[src/rtl/usb_reg_bridge_pkg.sv]
// Shared types for the USB host-bus to register bridge.
// FSM state encoding and default read latency.
package usb_reg_bridge_pkg;

  localparam int READ_DELAY_DEF = 2;

  typedef enum logic [2:0] {
    S_IDLE,
    S_RD,
    S_RD_HOLD,
    S_WR,
    S_WR_WAIT,
    S_ERR
  } state_t;

endpackage

[src/rtl/usb_reg_bridge_sync2.sv]
// 2-FF synchroniser, resets to 1 (strobes idle high).
// Ports: clk, rst_n (async low), d (async in), q (synced out).
module usb_reg_bridge_sync2 (
  input  logic clk,
  input  logic rst_n,
  input  logic d,
  output logic q
);

  logic meta;

  always_ff @(posedge clk or negedge rst_n) begin
    if (!rst_n) begin
      meta <= 1'b1;
      q    <= 1'b1;
    end else begin
      meta <= d;
      q    <= meta;
    end
  end

endmodule

[src/rtl/usb_reg_bridge.sv]
// Host external-bus strobes to single-clock register handshake.
// Ports: host bus (usb_*), register side (reg_*, data), O_bus_error.
module usb_reg_bridge
  import usb_reg_bridge_pkg::*;
#(
  parameter int pADDR_WIDTH   = 21,
  parameter int pBYTECNT_SIZE = 7,
  parameter int pREAD_DELAY   = READ_DELAY_DEF
) (
  input  logic                               usb_clk,
  input  logic                               reset_n,
  input  logic [pADDR_WIDTH-1:0]             usb_addr,
  input  logic [7:0]                         usb_din,
  output logic [7:0]                         usb_dout,
  output logic                               usb_isout,
  input  logic                               usb_cen,
  input  logic                               usb_rdn,
  input  logic                               usb_wrn,
  output logic [pADDR_WIDTH-pBYTECNT_SIZE-1:0] reg_address,
  output logic [pBYTECNT_SIZE-1:0]           reg_bytecnt,
  output logic [7:0]                         write_data,
  input  logic [7:0]                         read_data,
  output logic                               reg_read,
  output logic                               reg_write,
  output logic                               reg_addrvalid,
  output logic                               O_bus_error
);

  localparam int CW =
    (pREAD_DELAY > 1) ? $clog2(pREAD_DELAY) : 1;
  localparam logic [CW-1:0] RD_LAST =
    CW'(pREAD_DELAY - 1);

  logic   cen_s;
  logic   rdn_s;
  logic   wrn_s;
  logic   rd_act;
  logic   wr_act;
  state_t state;
  logic [CW-1:0] rd_cnt;

  usb_reg_bridge_sync2 u_sync_cen (
    .clk   (usb_clk),
    .rst_n (reset_n),
    .d     (usb_cen),
    .q     (cen_s)
  );

  usb_reg_bridge_sync2 u_sync_rdn (
    .clk   (usb_clk),
    .rst_n (reset_n),
    .d     (usb_rdn),
    .q     (rdn_s)
  );

  usb_reg_bridge_sync2 u_sync_wrn (
    .clk   (usb_clk),
    .rst_n (reset_n),
    .d     (usb_wrn),
    .q     (wrn_s)
  );

  // cen high is folded in, so it behaves like strobe release
  assign rd_act = ~cen_s & ~rdn_s;
  assign wr_act = ~cen_s & ~wrn_s;

  always_ff @(posedge usb_clk or negedge reset_n) begin
    if (!reset_n) begin
      state         <= S_IDLE;
      rd_cnt        <= '0;
      usb_dout      <= '0;
      usb_isout     <= 1'b0;
      reg_address   <= '0;
      reg_bytecnt   <= '0;
      write_data    <= '0;
      reg_read      <= 1'b0;
      reg_write     <= 1'b0;
      reg_addrvalid <= 1'b0;
      O_bus_error   <= 1'b0;
    end else begin
      unique case (state)
        S_IDLE: begin
          if (rd_act && wr_act) begin
            O_bus_error <= 1'b1;
            state       <= S_ERR;
          end else if (rd_act) begin
            reg_address <=
              usb_addr[pADDR_WIDTH-1:pBYTECNT_SIZE];
            reg_bytecnt <=
              usb_addr[pBYTECNT_SIZE-1:0];
            reg_addrvalid <= 1'b1;
            reg_read      <= 1'b1;
            rd_cnt        <= '0;
            state         <= S_RD;
          end else if (wr_act) begin
            reg_address <=
              usb_addr[pADDR_WIDTH-1:pBYTECNT_SIZE];
            reg_bytecnt <=
              usb_addr[pBYTECNT_SIZE-1:0];
            write_data    <= usb_din;
            reg_addrvalid <= 1'b1;
            state         <= S_WR;
          end
        end
        S_RD: begin
          if (!rd_act) begin
            reg_read      <= 1'b0;
            reg_addrvalid <= 1'b0;
            state         <= S_IDLE;
          end else if (rd_cnt == RD_LAST) begin
            usb_dout  <= read_data;
            usb_isout <= 1'b1;
            state     <= S_RD_HOLD;
          end else begin
            rd_cnt <= rd_cnt + CW'(1);
          end
        end
        S_RD_HOLD: begin
          if (!rd_act) begin
            reg_read      <= 1'b0;
            reg_addrvalid <= 1'b0;
            usb_isout     <= 1'b0;
            state         <= S_IDLE;
          end
        end
        // data already latched: always commit the pulse
        S_WR: begin
          reg_write <= 1'b1;
          state     <= S_WR_WAIT;
        end
        S_WR_WAIT: begin
          reg_write <= 1'b0;
          if (!wr_act) begin
            reg_addrvalid <= 1'b0;
            state         <= S_IDLE;
          end
        end
        S_ERR: begin
          if (!rd_act && !wr_act) begin
            state <= S_IDLE;
          end
        end
        default: state <= S_IDLE;
      endcase
    end
  end

endmodule

[config.mk]
export PLATFORM = sky130hd
export DESIGN_NAME = usb_reg_bridge
export DESIGN_NICKNAME = d
export VERILOG_FILES = /design/src/rtl/usb_reg_bridge_pkg.sv /design/src/rtl/usb_reg_bridge_sync2.sv /design/src/rtl/usb_reg_bridge.sv
export SDC_FILE = /design/constraint.sdc
export NUM_CORES = 1
export LEC_CHECK = 0
export BUFFER_PORTS_ARGS = -buffer_cell sky130_fd_sc_hd__buf_4
export CAP_MARGIN = 40
export CORE_MARGIN = 2
export CORE_UTILIZATION = 45
export CTS_BUF_LIST = sky130_fd_sc_hd__clkbuf_2 sky130_fd_sc_hd__clkbuf_4 sky130_fd_sc_hd__clkbuf_8
export CTS_CLUSTER_DIAMETER = 30
export DETAILED_ROUTE_END_ITERATION = 10
export HOLD_SLACK_MARGIN = 0.06
export PLACE_DENSITY = 0.75
export SYNTH_ARGS = -nofsm -noshare
export SYNTH_HDL_FRONTEND = slang
export SYNTH_HIERARCHICAL = 1
export SYNTH_SLANG_ARGS = --single-unit
export TNS_END_PERCENT = 100
[constraint.sdc]
create_clock -name usb_clk -period 2.39 [get_ports usb_clk]
set_clock_uncertainty 0.05 [all_clocks]
set_input_delay 0.1195 -clock usb_clk [delete_from_list [all_inputs] [get_ports usb_clk]]
set_output_delay 0.1195 -clock usb_clk [all_outputs]
set_load 0.02 [all_outputs]
==> metrics.yaml <==
status: "complete, no violations"
htreeDepth: 2
drc: 0
synth.distinct_cells: 28
crit_fanout: 21
worst_setup_path_end_kind: "flop"
num_io_pins: 84
vias_per_cell: 4.93
whs_ns: 0.310
worstSkewPairLatency_ns: 0.30
drive_gt1_share_pct: 50.4
cts_tree: "built"
dieHeight_um: 72.3
drtAntennaViolNets: 0
hold_path.class: "reg2reg"
drtIter0Drc: 103
final_hold_viol_count: 0
grt_pass1_vias: 1741
path_buf_inv: 1
cts_sinks: 52
synth_seq_cells: 52
ctsResizeCount: 0
dp.final_hpwl_um: 3070
p_per_area_nw_per_um2: 1200
grt_pass1_wl_um: 8270
p_leak_nw: 1.53
clkPwrFrac_pct: 13.0
die_w_um: 72.3
crit_arrival_ns: 2.13
crit_required_ns: 2.53
grt_overflow: 0
port_buffers: 83
cts_setup_buffers: 0
cts_buffer_depth: 2
pre_cts_slack_ns: 0.420
syn_nets: 194
dr_total_vias: 1626
cts_buffers: 5
synth_top_cell_by_area: "dfrtp_1"
ff_latch_area_um2: 1310
grtUsageTotal_pct: 20.7
p_int_mw: 2.45
syn_area_per_cell_um2: 14.1
wl_per_cell_um: 15.3
drv_slew: 0
yosys-top-cells-area: "dfrtp_1 55%, mux2_2 20%, dfstp_2 7.5%"
syn_to_final_growth_pct: 56.3
routed_wl_um: 5040
yosysTopAreaCellShare_pct: 54.9
cts_hold_buffers: 41
worst_pin_slew_ns: 0.647
final-instance-count-excl-fill: 330
maxCapViolations: 0
critical_path.top_delay_family: "simple AND/OR/NAND/NOR gates"
cts.clk_slew.worst_paths_ns: 0.10
setup_ws_ns: 0.398
gp_congestion: 0.830
synth-seq-area-share_pct: 62.4
grt_max_degree: 53
std_cell_rows: 24
max_freq_mhz: 502
power.switching_mw: 1.49
multi_input_area_um2: 739
stdcell_area_um2: 3280
dp.cells: 281
setup.worst_path.class: "reg2reg"
diodes: 0
drtPass1Iterations: 4
postPlaceCellArea_um2: 2770
synthCells: 149
root_buffer: "clkbuf_8"
antenna_found_initial: 0
setup-tns-final_ns: 0
n_fill_cell: 284
slowest_delay_ns: 0.42
finalCriticalPeriod_ns: 1.99
start_kind: "flop"
cp_slowest_cell: "nor2_1"
nets: 322
die_area_um2: 5220
timing.slew.headroom_pct: 56.9
p_comb_share_pct: 48.7
use_met3_pct: 6.53
use_met1_pct: 26.4
start_util_pct: 47.5
busiest_layer: "met2"
setup_violations: 0
ir_drop_mv: 0.708
swShare_pct: 37.9
timing.final.crit_share_pct: 83.4
p_seq_share_pct: 38.3
netlist_area_um2: 2100
coreArea_um2: 4410
grt_setup_unrepaired: "no"
cp_cell_sequence: "nor2_1, ha_1, and2_1, buf_4, mux2_2"
ys.warnings.count: 6
use_met2_pct: 34.6
-- stage by stage --
step           total power, mW  utilization [%]
2_1_floorplan             2.59                -
3_3_place_gp              3.34             62.8
3_5_place_dp              3.38             62.8
4_1_cts                   3.95             74.2
5_1_grt                   4.17             74.2
6_report                  3.94             74.2
-- layout by cell type (no fill, tap or decap), types with 4 or more instances in the layout --
cell type / netlist / final
dfrtp_1: 46 / 46
o21ai_0: 5 / 5
nand2b_1: 5 / 5
mux2_2: 38 / 38
buf_4: 0 / 86
inv_1: 4 / 4
dfstp_2: 6 / 6
clkbuf_8: 0 / 5
nor3_1: 5 / 5
dlygate4sd3_1: 0 / 41
nor2_1: 8 / 8
-- routing by layer --
metal | vias up | wire, um
li1 | 777 | -
met4 | 0 | 17
met3 | 2 | 301
met2 | 56 | 2620
met1 | 791 | 2090
met5 | - | 0
-- flip-flops by register name, indices dropped and copies added (netlist names), 3 cells and up --
| name | count |
|---|---|
| reg_address | 14 |
| usb_dout | 8 |
| write_data | 8 |
| reg_bytecnt | 7 |
| state | 3 |
-- area by class of cell --
type / instances / area share (%)
clock inverter: 2 / 0.496
multi-input combinational: 87 / 22.6
timing repair buffer: 127 / 32.2
sequential: 52 / 39.9
tap: 52 / 1.99
clock buffer: 6 / 2.33
inverter: 4 / 0.458
-- synth_stat cells --
cell type	number
o31ai_1	3
nor2_1	8
o221a_2	1
or3_1	1
mux2_2	38
o21ai_0	5
a22o_1	1
ha_1	3
nand2_1	3
inv_1	4
nor3_4	1
nor3_1	5
a31oi_1	1
a211o_1	2
a21oi_1	2
and2_1	1
nand2b_1	5
clkbuf_1	2
buf_2	3
nand3_1	2
nor2b_1	1
buf_6	1
a21o_1	1
a221oi_1	1
dfrtp_1	46
dfstp_2	6
o22ai_1	1
a211oi_1	1
-- final timing paths --
| path | depth (start not counted) | slack [ns] | to | from |
|---|---|---|---|---|
| max in group asynchronous | 2 | 1.52 | usb_dout[5] | reset_n |
| worst max-delay path | 5 | 0.40 | reg_bytecnt[0] | u_sync_cen/q |
| worst min-delay path | 0 | 0.31 | u_sync_wrn/q | u_sync_wrn/meta |
| min in group asynchronous | 2 | 0.33 | state[0] | reset_n |
| worst max register to register | 5 | 0.40 | reg_bytecnt[0] | u_sync_cen/q |
| worst min register to register | 0 | 0.31 | u_sync_wrn/q | u_sync_wrn/meta |
-- power by group through the flow --
stage                     Clock (mW)  Combinational [mW]  Sequential, mW
after floorplan                    0               0.670            1.92
after global placement             0                1.84            1.50
after detailed placement           0                1.86            1.51
after CTS                      0.531                1.92            1.50
after global routing           0.559                2.05            1.56
final                          0.512                1.92            1.51
-- cell families (layout without fill, tap and decap cells) --
family / Yosys count / in the layout / synth area share, %
buffers and inverters: 10 / 139 / 2.33
adders and majority gates: 3 / 3 / 1.79
DFF: 52 / 52 / 62.4
muxes: 38 / 38 / 20.4
and+or+nand+nor: 27 / 27 / 6.80
AOI/OAI and AO/OA: 19 / 19 / 6.27
Note: power is estimated with default switching activity, not from simulation.
